<file path="config.mk">
export PLATFORM = sky130hd
export DESIGN_NAME = pcpi_mat2x2_mac_flat
export DESIGN_NICKNAME = d
export VERILOG_FILES = /design/src/rtl/pcpi_mat2x2_mac_if.sv /design/src/rtl/pcpi_mat2x2_mac.sv /design/src/flat_wrapper.sv
export SDC_FILE = /design/constraint.sdc
export NUM_CORES = 1
export LEC_CHECK = 0
export ABC_AREA = 1
export ABC_CLOCK_PERIOD_IN_PS = 10200
export CELL_PAD_IN_SITES_DETAIL_PLACEMENT = 1
export CELL_PAD_IN_SITES_GLOBAL_PLACEMENT = 1
export CORE_ASPECT_RATIO = 1.75
export CORE_MARGIN = 2
export CORE_UTILIZATION = 40
export DETAILED_ROUTE_END_ITERATION = 6
export GPL_TIMING_DRIVEN = 1
export PLACE_DENSITY = 0.84
export SLEW_MARGIN = 20
export SYNTH_ARGS = -nofsm -noshare
export SYNTH_HDL_FRONTEND = slang
export SYNTH_SLANG_ARGS = --single-unit
</file>
<file path="constraint.sdc">
create_clock -name clk -period 10.2 [get_ports clk]
set_clock_uncertainty 0.15 [all_clocks]
set_input_delay 2.04 -clock clk [delete_from_list [all_inputs] [get_ports clk]]
set_output_delay 2.04 -clock clk [all_outputs]
set_load 0.005 [all_outputs]
</file>
<file path="src/rtl/pcpi_mat2x2_mac_if.sv">
// PCPI handshake bundle for the 2x2 matrix-multiply coprocessor.
// The CPU side drives the master modport and the coprocessor takes the slave modport.
interface pcpi_mat2x2_mac_if;
    logic        pcpi_valid;
    logic [31:0] pcpi_insn;
    logic [31:0] pcpi_rs1;
    logic [31:0] pcpi_rs2;
    logic        pcpi_ready;
    logic        pcpi_wr;
    logic        pcpi_wait;
    logic [31:0] pcpi_rd;

    modport master (
        output pcpi_valid, pcpi_insn, pcpi_rs1, pcpi_rs2,
        input  pcpi_ready, pcpi_wr, pcpi_wait, pcpi_rd
    );

    modport slave (
        input  pcpi_valid, pcpi_insn, pcpi_rs1, pcpi_rs2,
        output pcpi_ready, pcpi_wr, pcpi_wait, pcpi_rd
    );
endinterface

</file>
<file path="src/rtl/pcpi_mat2x2_mac.sv">
// PCPI coprocessor that computes a packed 2x2 u8 matrix product on one shared 8x8 multiplier in 8 MAC cycles.
// The optional saturating MMULS variant is enabled by defining PCPI_MMUL_SAT_EN.
module pcpi_mat2x2_mac (
    input  logic               clk,
    input  logic               resetn,
    pcpi_mat2x2_mac_if.slave   pcpi
);

    typedef enum logic [1:0] {
        ST_IDLE = 2'd0,
        ST_RUN  = 2'd1,
        ST_DONE = 2'd2,
        ST_HOLD = 2'd3
    } state_t;

    state_t      state_r;
    state_t      state_nx_s;
    logic [31:0] rs1_r;
    logic [31:0] rs2_r;
    logic [2:0]  k_r;
    logic [16:0] acc_r;
    logic [23:0] part_r;
    logic [31:0] rd_r;
    logic        ready_r;
    logic        wait_r;
`ifdef PCPI_MMUL_SAT_EN
    logic        sat_r;
`endif

    logic        claim_s;
    logic [7:0]  a_op_s;
    logic [7:0]  b_op_s;
    logic [15:0] prod_s;
    logic [16:0] sum_s;
    logic [7:0]  byte_s;
    logic        unused_s;

    function automatic logic claim_f(input logic [31:0] insn);
        logic f3_ok;
`ifdef PCPI_MMUL_SAT_EN
        f3_ok = (insn[14:12] == 3'b000) || (insn[14:12] == 3'b001);
`else
        f3_ok = (insn[14:12] == 3'b000);
`endif
        return (insn[6:0] == 7'b0001011) && (insn[31:25] == 7'b0101000) && f3_ok;
    endfunction

`ifdef PCPI_MMUL_SAT_EN
    function automatic logic [7:0] pack_byte_f(input logic [16:0] acc, input logic sat);
        if (sat && (acc > 17'd255)) begin
            return 8'hFF;
        end else begin
            return acc[7:0];
        end
    endfunction
`else
    function automatic logic [7:0] pack_byte_f(input logic [16:0] acc);
        return acc[7:0];
    endfunction
`endif

    assign claim_s  = pcpi.pcpi_valid && claim_f(pcpi.pcpi_insn);
    assign unused_s = ^{pcpi.pcpi_insn[24:15], pcpi.pcpi_insn[11:7]};

    // Operand select: k[2] picks the result row, k[1] the column, k[0] the inner index.
    always_comb begin
        a_op_s = 8'd0;
        b_op_s = 8'd0;
        case ({k_r[2], k_r[0]})
            2'b00:   a_op_s = rs1_r[7:0];
            2'b01:   a_op_s = rs1_r[15:8];
            2'b10:   a_op_s = rs1_r[23:16];
            2'b11:   a_op_s = rs1_r[31:24];
            default: a_op_s = 8'd0;
        endcase
        case ({k_r[0], k_r[1]})
            2'b00:   b_op_s = rs2_r[7:0];
            2'b01:   b_op_s = rs2_r[15:8];
            2'b10:   b_op_s = rs2_r[23:16];
            2'b11:   b_op_s = rs2_r[31:24];
            default: b_op_s = 8'd0;
        endcase
    end

    assign prod_s = 16'(a_op_s) * 16'(b_op_s);
    assign sum_s  = acc_r + {1'b0, prod_s};
`ifdef PCPI_MMUL_SAT_EN
    assign byte_s = pack_byte_f(sum_s, sat_r);
`else
    assign byte_s = pack_byte_f(sum_s);
`endif

    // Next-state decode; HOLD blocks a still-asserted valid from re-issuing the same instruction.
    always_comb begin
        state_nx_s = state_r;
        case (state_r)
            ST_IDLE: begin
                if (claim_s) begin
                    state_nx_s = ST_RUN;
                end else begin
                    state_nx_s = ST_IDLE;
                end
            end
            ST_RUN: begin
                if (k_r == 3'd7) begin
                    state_nx_s = ST_DONE;
                end else begin
                    state_nx_s = ST_RUN;
                end
            end
            ST_DONE, ST_HOLD: begin
                if (pcpi.pcpi_valid) begin
                    state_nx_s = ST_HOLD;
                end else begin
                    state_nx_s = ST_IDLE;
                end
            end
            default: state_nx_s = ST_IDLE;
        endcase
    end

    // State register and handshake outputs, registered from the next state.
    always_ff @(posedge clk) begin
        if (!resetn) begin
            state_r <= ST_IDLE;
            wait_r  <= 1'b0;
            ready_r <= 1'b0;
        end else begin
            state_r <= state_nx_s;
            wait_r  <= (state_nx_s == ST_RUN);
            ready_r <= (state_nx_s == ST_DONE);
        end
    end

    // Operand latch and MAC datapath; the accumulator restarts at every even k.
    always_ff @(posedge clk) begin
        if (!resetn) begin
            rs1_r  <= 32'd0;
            rs2_r  <= 32'd0;
            k_r    <= 3'd0;
            acc_r  <= 17'd0;
            part_r <= 24'd0;
            rd_r   <= 32'd0;
`ifdef PCPI_MMUL_SAT_EN
            sat_r  <= 1'b0;
`endif
        end else begin
            case (state_r)
                ST_IDLE: begin
                    if (claim_s) begin
                        rs1_r <= pcpi.pcpi_rs1;
                        rs2_r <= pcpi.pcpi_rs2;
                        k_r   <= 3'd0;
                        acc_r <= 17'd0;
`ifdef PCPI_MMUL_SAT_EN
                        sat_r <= pcpi.pcpi_insn[12];
`endif
                    end
                end
                ST_RUN: begin
                    k_r <= k_r + 3'd1;
                    if (!k_r[0]) begin
                        acc_r <= {1'b0, prod_s};
                    end else begin
                        acc_r <= 17'd0;
                        case (k_r[2:1])
                            2'd0:    part_r[7:0]   <= byte_s;
                            2'd1:    part_r[15:8]  <= byte_s;
                            2'd2:    part_r[23:16] <= byte_s;
                            2'd3:    rd_r          <= {byte_s, part_r};
                            default: acc_r         <= 17'd0;
                        endcase
                    end
                end
                default: acc_r <= acc_r;
            endcase
        end
    end

    assign pcpi.pcpi_ready = ready_r;
    assign pcpi.pcpi_wr    = ready_r;
    assign pcpi.pcpi_wait  = wait_r;
    assign pcpi.pcpi_rd    = rd_r;

endmodule

</file>
<file path="src/flat_wrapper.sv">
// flat-port wrapper written by rule: the top's interface ports become plain ports
module pcpi_mat2x2_mac_flat 
  (clk, resetn, pcpi_pcpi_valid, pcpi_pcpi_insn, pcpi_pcpi_rs1, pcpi_pcpi_rs2, pcpi_pcpi_ready, pcpi_pcpi_wr, pcpi_pcpi_wait, pcpi_pcpi_rd);
  pcpi_mat2x2_mac_if pcpi_i ();
  input  logic clk;
  input  logic resetn;
  input wire logic [$bits(pcpi_i.pcpi_valid)-1:0] pcpi_pcpi_valid;
  input wire logic [$bits(pcpi_i.pcpi_insn)-1:0] pcpi_pcpi_insn;
  input wire logic [$bits(pcpi_i.pcpi_rs1)-1:0] pcpi_pcpi_rs1;
  input wire logic [$bits(pcpi_i.pcpi_rs2)-1:0] pcpi_pcpi_rs2;
  output wire logic [$bits(pcpi_i.pcpi_ready)-1:0] pcpi_pcpi_ready;
  output wire logic [$bits(pcpi_i.pcpi_wr)-1:0] pcpi_pcpi_wr;
  output wire logic [$bits(pcpi_i.pcpi_wait)-1:0] pcpi_pcpi_wait;
  output wire logic [$bits(pcpi_i.pcpi_rd)-1:0] pcpi_pcpi_rd;
  assign pcpi_i.pcpi_valid = pcpi_pcpi_valid;
  assign pcpi_i.pcpi_insn = pcpi_pcpi_insn;
  assign pcpi_i.pcpi_rs1 = pcpi_pcpi_rs1;
  assign pcpi_i.pcpi_rs2 = pcpi_pcpi_rs2;
  assign pcpi_pcpi_ready = pcpi_i.pcpi_ready;
  assign pcpi_pcpi_wr = pcpi_i.pcpi_wr;
  assign pcpi_pcpi_wait = pcpi_i.pcpi_wait;
  assign pcpi_pcpi_rd = pcpi_i.pcpi_rd;
  pcpi_mat2x2_mac u_core (.clk(clk), .resetn(resetn), .pcpi(pcpi_i));
endmodule
</file>
==> results of run 1 <==
[worst paths after layout]
| path | startpoint | to | slack (ps) | cells after the start |
|---|---|---|---|---|
| hold reg to reg | u_core.part_r[11] | u_core.pcpi.pcpi_rd[11] | 310 | 2 |
| hold / removal | u_core.part_r[11] | u_core.pcpi.pcpi_rd[11] | 310 | 2 |
| setup reg to reg | u_core.k_r[0] | u_core.part_r[23] | 3800 | 24 |
| setup / recovery | u_core.k_r[0] | u_core.part_r[23] | 3800 | 24 |
[synth_stat cells (all sizes together)]
library cell / instances
and2: 1
inv: 106
nor2: 218
a211oi: 4
buf: 14
o221ai: 1
nand3b: 4
nor3: 7
or2: 4
a21o: 1
xor2: 7
xnor2: 3
o21ai: 122
o22ai: 1
dfxtp: 135
nand2: 126
ha: 28
o21bai: 1
clkbuf: 31
a21oi: 56
nand4: 6
nor3b: 2
fa: 13
nand3: 36
or4: 1
[flip-flops by register name (all words and copies together), names as in the netlist]
name	cells
u_core.pcpi.pcpi_rd	32
u_core.rs1_r	32
u_core.rs2_r	32
u_core.part_r	24
u_core.acc_r	8
u_core.k_r	3
u_core.state_r	2
u_core.pcpi.pcpi_ready	1
u_core.pcpi.pcpi_wait	1
[per-layer routing]
| layer | track usage [%] | up-vias | wire, um |
|---|---|---|---|
| met3 | 3.38 | 43 | 634 |
| met2 | 44.7 | 134 | 11200 |
| li1 | - | 3147 | - |
| met4 | 11.5 | 0 | 814 |
| met5 | 0 | - | 0 |
| met1 | 24.5 | 3109 | 7860 |
[cell type report]
class,count,share of cell area [%]
Antenna cell,1,0.0292
Clock buffer,17,4.97
Clock inverter,15,1.55
Inverter,106,4.68
Multi-Input combinational cell,642,39.7
Sequential cell,135,31.6
Tap cell,224,3.28
Timing Repair Buffer,123,14.2
[logic make-up after synthesis]
logic type	count (synthesis)
AOI/OAI and AO/OA	186
DFF	135
adders and majority gates	41
buffers and inverters	151
and+or+nand+nor	405
xor gates and xnor gates	10
[stage by stage]
step           util, %  cell area, sq um  hold WS (ps)  instances
2_1_floorplan        -              6710           280        928
3_3_place_gp      48.6              8000           297       1230
3_5_place_dp      48.6              8000           302       1230
4_1_cts           52.0              8550           312       1262
5_1_grt           52.0              8560           336       1263
6_report          52.0              8560           305       1263
[power by group through the flow]
stage / sequential [W] / clock (W) / combinational [W]
finish: 0.000527 / 0.000595 / 0.0000428
global route: 0.000527 / 0.000626 / 0.0000456
CTS: 0.000527 / 0.000605 / 0.0000430
detailed placement: 0.000539 / 0 / 0.0000427
global placement: 0.000539 / 0 / 0.0000426
floorplan: 0.000539 / 0 / 0.00000753
[worst min-delay path: stages (launching register included)]
cell and delay, ps:
dfxtp_1 300, inv_1 60, a21oi_1 60
==> run summary, run 1 <==
STA classifies the critical path startpoint as a register. The routed via count divided by cell count is 5.09. The number of antenna violations at the first check in global routing came out at 1. The total iterations of the first detailed-routing run is 4. Averaged over all synthesized cells, the footprint is 7.23 sq um. The kind of critical path is reg -> reg. The leakage power figure came out at 3.88 nW.

Across the VDD grid, the largest voltage drop is 88.7 uV. The synthesized netlist devotes 14.4% of its cell area to compound gates. The area share of the leading cell type in the synthesized netlist is 40.3%. The setup TNS is 0 ps. The worst slew slack as a fraction of its limit is 42.7%. Setup repair after global routing left no endpoint under its margin. The flow ran to the end, and the final reports show no timing, DRC or antenna violations. The die covers 17900 sq um. The overall die height is 175 um.

The initial utilization of the core area, before any placement, comes to 40.8%. The post-synthesis cell area came out at 6710 sq um. Across all layers, the routed design uses 6433 vias. The post-cts hold buffer count came out at 0.

The antenna violation net count after detailed routing is 0. The synthesized netlist devotes 25.8% of its cell area to simple gates. The width of the die came out at 102 um. The proportion of power drawn by flip-flops and latches came out at 45.2%. The switching part of the total power is 24.6%. Counting both buffers and inverters, the worst setup path holds a total of 5. The combinational cell fraction of total power came out at 3.7%. The final critical path time including I/O delays and setup came out at 6400 ps.

The maximum level of the CTS H-tree came out at 4. The starting DRC count in detailed routing came out at 179. Yosys printed 0 warnings. Traced cell by cell, the critical path runs through ha_1, nand2_1, nand2_1, nor2_1, nor2_1, inv_1, nor2_1, fa_1, inv_1, fa_1, fa_1, fa_1, inv_1, ha_1, xor2_1, ha_1, nand4_1, o221ai_1, xor2_1, inv_1, nand2_2, nand3_1, nand2_1, inv_1.

The root buffer cell chosen for the clock tree is clkbuf_16. The period utilization came out at 62.8%. In the synthesized netlist, the number of instances is 928. The number of inserted filler cells in the final layout came out at 2100.

dfxtp_1 takes more of the synthesized area than any other cell. After detailed routing, the average wire length per cell comes to 16.2 um. The library cell used most frequently in the layout, excluding fill and tap cells, is nor2_1.

The part of the Yosys area used for sequential elements came out at 40.3%. The proportion of layout cells with a drive suffix above 1 is 7.13%. After layout, the design draws a total of 0.00116 W. The total of cells resized after clock tree synthesis came out at 0. The power density of the placed cells came out at 136 nW/um^2. The count of unique library cells instantiated by Yosys came out at 39. Across the whole layout, storage elements account for 2700 sq um. At the end of the flow, the number of nets in the layout was 1165. When the netlist entered floorplanning its net count stood at 1068. The number of hold violations in the final report is 0.

The CTS buffer count is 17. The maximum operating frequency came out at 156 MHz. The multi-input combinational cell area came out at 3400 sq um. After detailed routing, the number of remaining DRC violations is 0.

The number of clock sinks came out at 135. The element type at the critical path end is a register. The count of maximum capacitance violations is 0. The data arrival time at the worst-slack endpoint came out at 6570 ps. TritonCTS built the clock tree. Along the worst path, the maximum fanout reaches 11. For the worst setup path, the data required time is 10370 ps. No sink is reached through more buffers than the 2 on the longest clock path. Yosys attributes the largest share of cell area to dfxtp_1 (40%), nor2_1 (12%), o21ai_0 (8.7%). The biggest cell delay along the critical path came out at 700 ps. The post-synthesis share of cell area spent on full adders, half adders and majority gates came out at 9.10%. The multiplexer area fraction after synthesis came out at 0%. The clock reaches the later pin of the worst-skew pair after 420 ps. The final setup violation count came out at 0. The slew at the pin closest to its max-slew limit is 860 ps. In the layout the commonest cells are nor2_1 (214), dfxtp_1 (135), nand2_1 (117), o21ai_0 (117), clkdlybuf4s50_1 (117).

The via count of the first global-routing pass came out at 6824. The max-slew violation count is 0. The most numerous cell type found on the critical path is inv_1. Wires add up to 20.5 mm. The global-route wire length before repair came out at 33.0 mm. The switching power came out at 0.000287 W.

The final weighted congestion of routability-driven global placement is 0.908. During I/O placement, the number of pins put on the boundary was 134. From synthesis to final layout, the design area changed by 27.6%. Global routing consumed, over all layers together, 23.6% of the routing resources. Grouping stages by cell kind, the critical path spends the most delay in adder cells. The post-synthesis xor/xnor area fraction came out at 1.31%.

The setup fix buffers added after clock tree synthesis came out at 0. The post-synthesis sequential element count came out at 135. The total half-perimeter wirelength after legalization and detailed placement is 14.3 mm. After synthesis, the largest family of logic cells by area is simple AND/OR/NAND/NOR gates. The count of buffers inserted at the top-level ports came out at 118. Entering global routing, the biggest net connects 97 pins.

The worst slack at placement came out at 3840 ps. The clock-pin transition on the worst setup and hold timing paths is 60 ps. The area of the core is 16400 sq um. The minimum setup slack in the final design is 3800 ps. The internal power contribution came out at 0.000878 W.

The number of placement rows is 62. The overall overflow remaining after global route came out at 0. The largest individual stage delay along the critical path comes from the cell dfxtp_1. In this run the worst hold path is classified as reg -> reg. The part of the power in the clock network came out at 51.1%.
Note: power is estimated with default switching activity, not from simulation.
==> run 2: changes to the inputs <==
--- a/config.mk
+++ b/config.mk
@@ -6,15 +6,15 @@
 export NUM_CORES = 1
 export LEC_CHECK = 0
 export ABC_AREA = 1
-export ABC_CLOCK_PERIOD_IN_PS = 10200
+export ABC_CLOCK_PERIOD_IN_PS = 5750
 export CELL_PAD_IN_SITES_DETAIL_PLACEMENT = 1
 export CELL_PAD_IN_SITES_GLOBAL_PLACEMENT = 1
 export CORE_ASPECT_RATIO = 1.75
 export CORE_MARGIN = 2
-export CORE_UTILIZATION = 40
+export CORE_UTILIZATION = 34
 export DETAILED_ROUTE_END_ITERATION = 6
 export GPL_TIMING_DRIVEN = 1
-export PLACE_DENSITY = 0.84
+export PLACE_DENSITY = 0.75
 export SLEW_MARGIN = 20
 export SYNTH_ARGS = -nofsm -noshare
 export SYNTH_HDL_FRONTEND = slang
==> constraint.sdc (replaced) <==
create_clock -name clk -period 5.75 [get_ports clk]
set_clock_uncertainty 0.15 [all_clocks]
set_input_delay 1.15 -clock clk [delete_from_list [all_inputs] [get_ports clk]]
set_output_delay 1.15 -clock clk [all_outputs]
set_load 0.005 [all_outputs]
==> run 2 against run 1 <==
  * Final cell count increased by 2.7%
  * Critical path depth unchanged
  * Clock power increased by 78%
  * Highest routed layer unchanged
  * Sequential power increased by 77%
  * Final area increased by 2.6%
  * Via count decreased by 2.3%
  * First-iteration DRC count increased by 12%
  * Clock-buffer cell count unchanged
==> run summary, run 2 (same netlist as run 1, synthesis figures left out) <==
The number of placement rows is 68 (was 62). The cell depth of the worst hold path is 2 (unchanged). The area of the core came out at 19600 sq um (was 16400 sq um). The total vias in the final route is 6285 (was 6433). The startpoint of the lowest-slack hold path was u_core.part_r[3] (was u_core.part_r[11]). The element type at the critical path end was a register (unchanged).

The internal power contribution was 0.00159 W (was 0.000878 W). The worst slew slack as a fraction of its limit is 44.4% (was 42.7%). The average wire length per cell after detail routing came out at 15.5 um (was 16.2 um).

The clock insertion delay at the later pin of the skew report came to 430 ps (was 420 ps). The net total in the final layout was 1179 (was 1165). The setup slack of the worst register-to-register path came out at 340 ps (was 3800 ps).

The origin of the critical flop-to-flop path is u_core.k_r[0] (unchanged). The switching part of the total power came out at 23.3% (was 24.6%). The final setup violation count came out at 0 (unchanged). The initial standard-cell utilization of the core is 34.3% (was 40.8%). The maximum fanout along the worst path is 8 (was 11). The post-cts hold buffer count came out at 0 (unchanged). The proportion of power drawn by flip-flops and latches is 45.1% (was 45.2%).

The worst flop-to-flop path endpoint was u_core.part_r[15] (was u_core.part_r[23]). The number of antenna violations at the first check in global routing came out at 0 (was 1). The depth of the worst register-to-register path is 24 (unchanged). The destination of the critical timing path is u_core.part_r[15] (was u_core.part_r[23]). The startpoint of the most critical setup path is u_core.k_r[0] (unchanged). The period utilization came out at 94.1% (was 62.8%). The setup TNS is 0 ps (unchanged). The starting DRC count in detailed routing came out at 201 (was 179). The final weighted congestion of routability-driven global placement is 0.831 (was 0.908).

The power density of the placed cells came out at 236 nW/um^2 (was 136 nW/um^2). The CTS tree is done (unchanged). The antenna violation net count after detailed routing was 0 (unchanged). The total half-perimeter wirelength after legalization and detailed placement is 14.6 mm (was 14.3 mm). The maximum count of clock buffers along a single path is 2 (unchanged). The overall die height came to 190 um (was 175 um). Top library cells by usage in the layout, fill and taps aside: nor2_1 (213), dfxtp_1 (132), o21ai_0 (117), clkdlybuf4s50_1 (117), nand2_1 (115) (was nor2_1 (214), dfxtp_1 (135), nand2_1 (117), o21ai_0 (117), clkdlybuf4s50_1 (117)). The sum of routed wire length over all layers came out at 20.2 mm (was 20.5 mm).

The number of hold violations in the final report is 0 (unchanged). The slew at the pin closest to its max-slew limit came out at 834 ps (was 860 ps). The global-route wire length before repair is 32.2 mm (was 33.0 mm). The data arrival time at the worst-slack endpoint is 5590 ps (was 6570 ps).

The floorplan die area came out at 20900 sq um (was 17900 sq um). The clock tree root buffer cell was clkbuf_16 (unchanged). The maximum operating frequency is 185 MHz (was 156 MHz).

The max-slew violation count is 0 (unchanged). The switching power came out at 0.000483 W (was 0.000287 W). The number of ports placed on the die boundary came out at 134 (unchanged). The proportion of layout cells with a drive suffix above 1 is 9.79% (was 7.13%). The overall track demand over capacity in global routing came out at 20.1% (was 23.6%). The number of clock sinks is 135 (unchanged). Status: finished clean (unchanged). The clock-pin transition on the worst setup and hold timing paths came to 60 ps (about the same). The count of buffers inserted at the top-level ports came out at 118 (unchanged). The pin count of the biggest net entering global routing came out at 97 (unchanged). The area after detailed placement is 8100 sq um (was 8000 sq um). The maximum level of the CTS H-tree came to 4 (unchanged). The routed via count divided by cell count was 4.85 (was 5.09). The leakage power figure was 3.95 nW (was 3.88 nW). The count of maximum capacitance violations is 0 (unchanged). The final critical path time including I/O delays and setup is 5410 ps (was 6400 ps). The leading cell type in the layout, fill and taps excluded is nor2_1 (unchanged). The utilization of the core after routing was 44.9% (was 52.0%).

The signed area change from the synthesized netlist to the final layout came to 30.9% (was 27.6%). The part of the power in the clock network is 51.3% (was 51.1%). The worst endpoint required time came out at 5930 ps (was 10370 ps). The kind of critical path is reg -> reg (unchanged). The final routed DRC violation total came to 0 (unchanged).

The total iterations of the first detailed-routing run was 4 (unchanged). The width of the die was 110 um (was 102 um). The worst hold-check path type is reg -> reg (unchanged). The overall overflow remaining after global route came out at 0 (unchanged). The peak supply drop came out at 157 uV (was 88.7 uV). The antenna diode count is 0 (was 1). The type of origin of the critical path is a register (unchanged). The combinational cell fraction of total power came to 3.6% (was 3.7%). The via count of the first global-routing pass is 6623 (was 6824). The final design area excluding fillers is 8780 sq um (was 8560 sq um).

The CTS buffer count came out at 17 (unchanged).
[run 2: final cells by class]
type,count,area (sq um)
clock buffer,17,425
clock inverter,15,143
fill,2418,10800
inverter,106,405
multi-input combinational,642,3470
sequential,135,2710
tap,245,307
timing repair buffer,137,1320
[run 2: worst min-delay path by stage]
stage,to
2_1_floorplan,u_core.pcpi.pcpi_rd[11]
6_report,u_core.pcpi.pcpi_rd[3]
5_1_grt,u_core.rs1_r[1]
4_1_cts,u_core.pcpi.pcpi_rd[3]
3_3_place_gp,u_core.pcpi.pcpi_rd[15]
3_5_place_dp,u_core.pcpi.pcpi_rd[3]
[run 2: power by group through the flow]
stage | clock network (W) | registers [W] | logic [W]
after floorplan | 0 | 0.000956 | 0.0000133
after global placement | 0 | 0.000956 | 0.0000758
after CTS | 0.00110 | 0.000935 | 0.0000762
after global routing | 0.00113 | 0.000934 | 0.0000807
final | 0.00106 | 0.000934 | 0.0000754
after detailed placement | 0 | 0.000956 | 0.0000759
[run 2: worst max-delay path, cell delays in order, from the launching register on]
cell and delay (ps):
dfxtp_4 410, buf_6 180, nor2_2 60, buf_4 140, nand2_1 70, nand3_2 150, nand2_2 160, nor2_1 80
fa_1 440, inv_1 90, fa_1 430, fa_1 490, fa_1 560, inv_1 50, ha_1 330, xor2_2 190
ha_1 350, a21oi_1 190, o221ai_2 140, xor2_1 240, inv_1 80, nand2_2 90, nand3_1 80, nand2_1 100
inv_1 50
[run 2: timing repair]
| action | 4_1_cts | 5_1_grt |
|---|---|---|
| setup buffers | 0 | 4 |
| endpoints found under the setup margin | 4 | 8 |
| pin swaps | 0 | 3 |
| resized for setup | 3 | 20 |
[run 2: routing by layer]
layer,part of all wire (%),vias up,global-route usage (%)
met1,40,2978,21.1
met5,0,-,0
met2,54,100,37.2
met3,2.9,38,3.67
met4,3.7,0,9.62
li1,-,3169,-
[run 2: metrics by stage]
stage                     hold slack [ps]  total power (W)  worst slack (ps)  cells
after global routing                  338          0.00214             -18.3   1297
after CTS                             317          0.00211              9.04   1293
final                                 311          0.00207               340   1297
after detailed placement              300          0.00103              -103   1261
after floorplan                       280         0.000969               461    928
after global placement                298          0.00103              64.9   1261
==> run 3: changes to the inputs <==
--- a/config.mk
+++ b/config.mk
@@ -12,6 +12,7 @@
 export CORE_ASPECT_RATIO = 1.75
 export CORE_MARGIN = 2
 export CORE_UTILIZATION = 34
+export CTS_CLUSTER_SIZE = 25
 export DETAILED_ROUTE_END_ITERATION = 6
 export GPL_TIMING_DRIVEN = 1
 export PLACE_DENSITY = 0.75
==> results of run 3 <==
Final layout, timing and power as in run 2 (identical DEF).
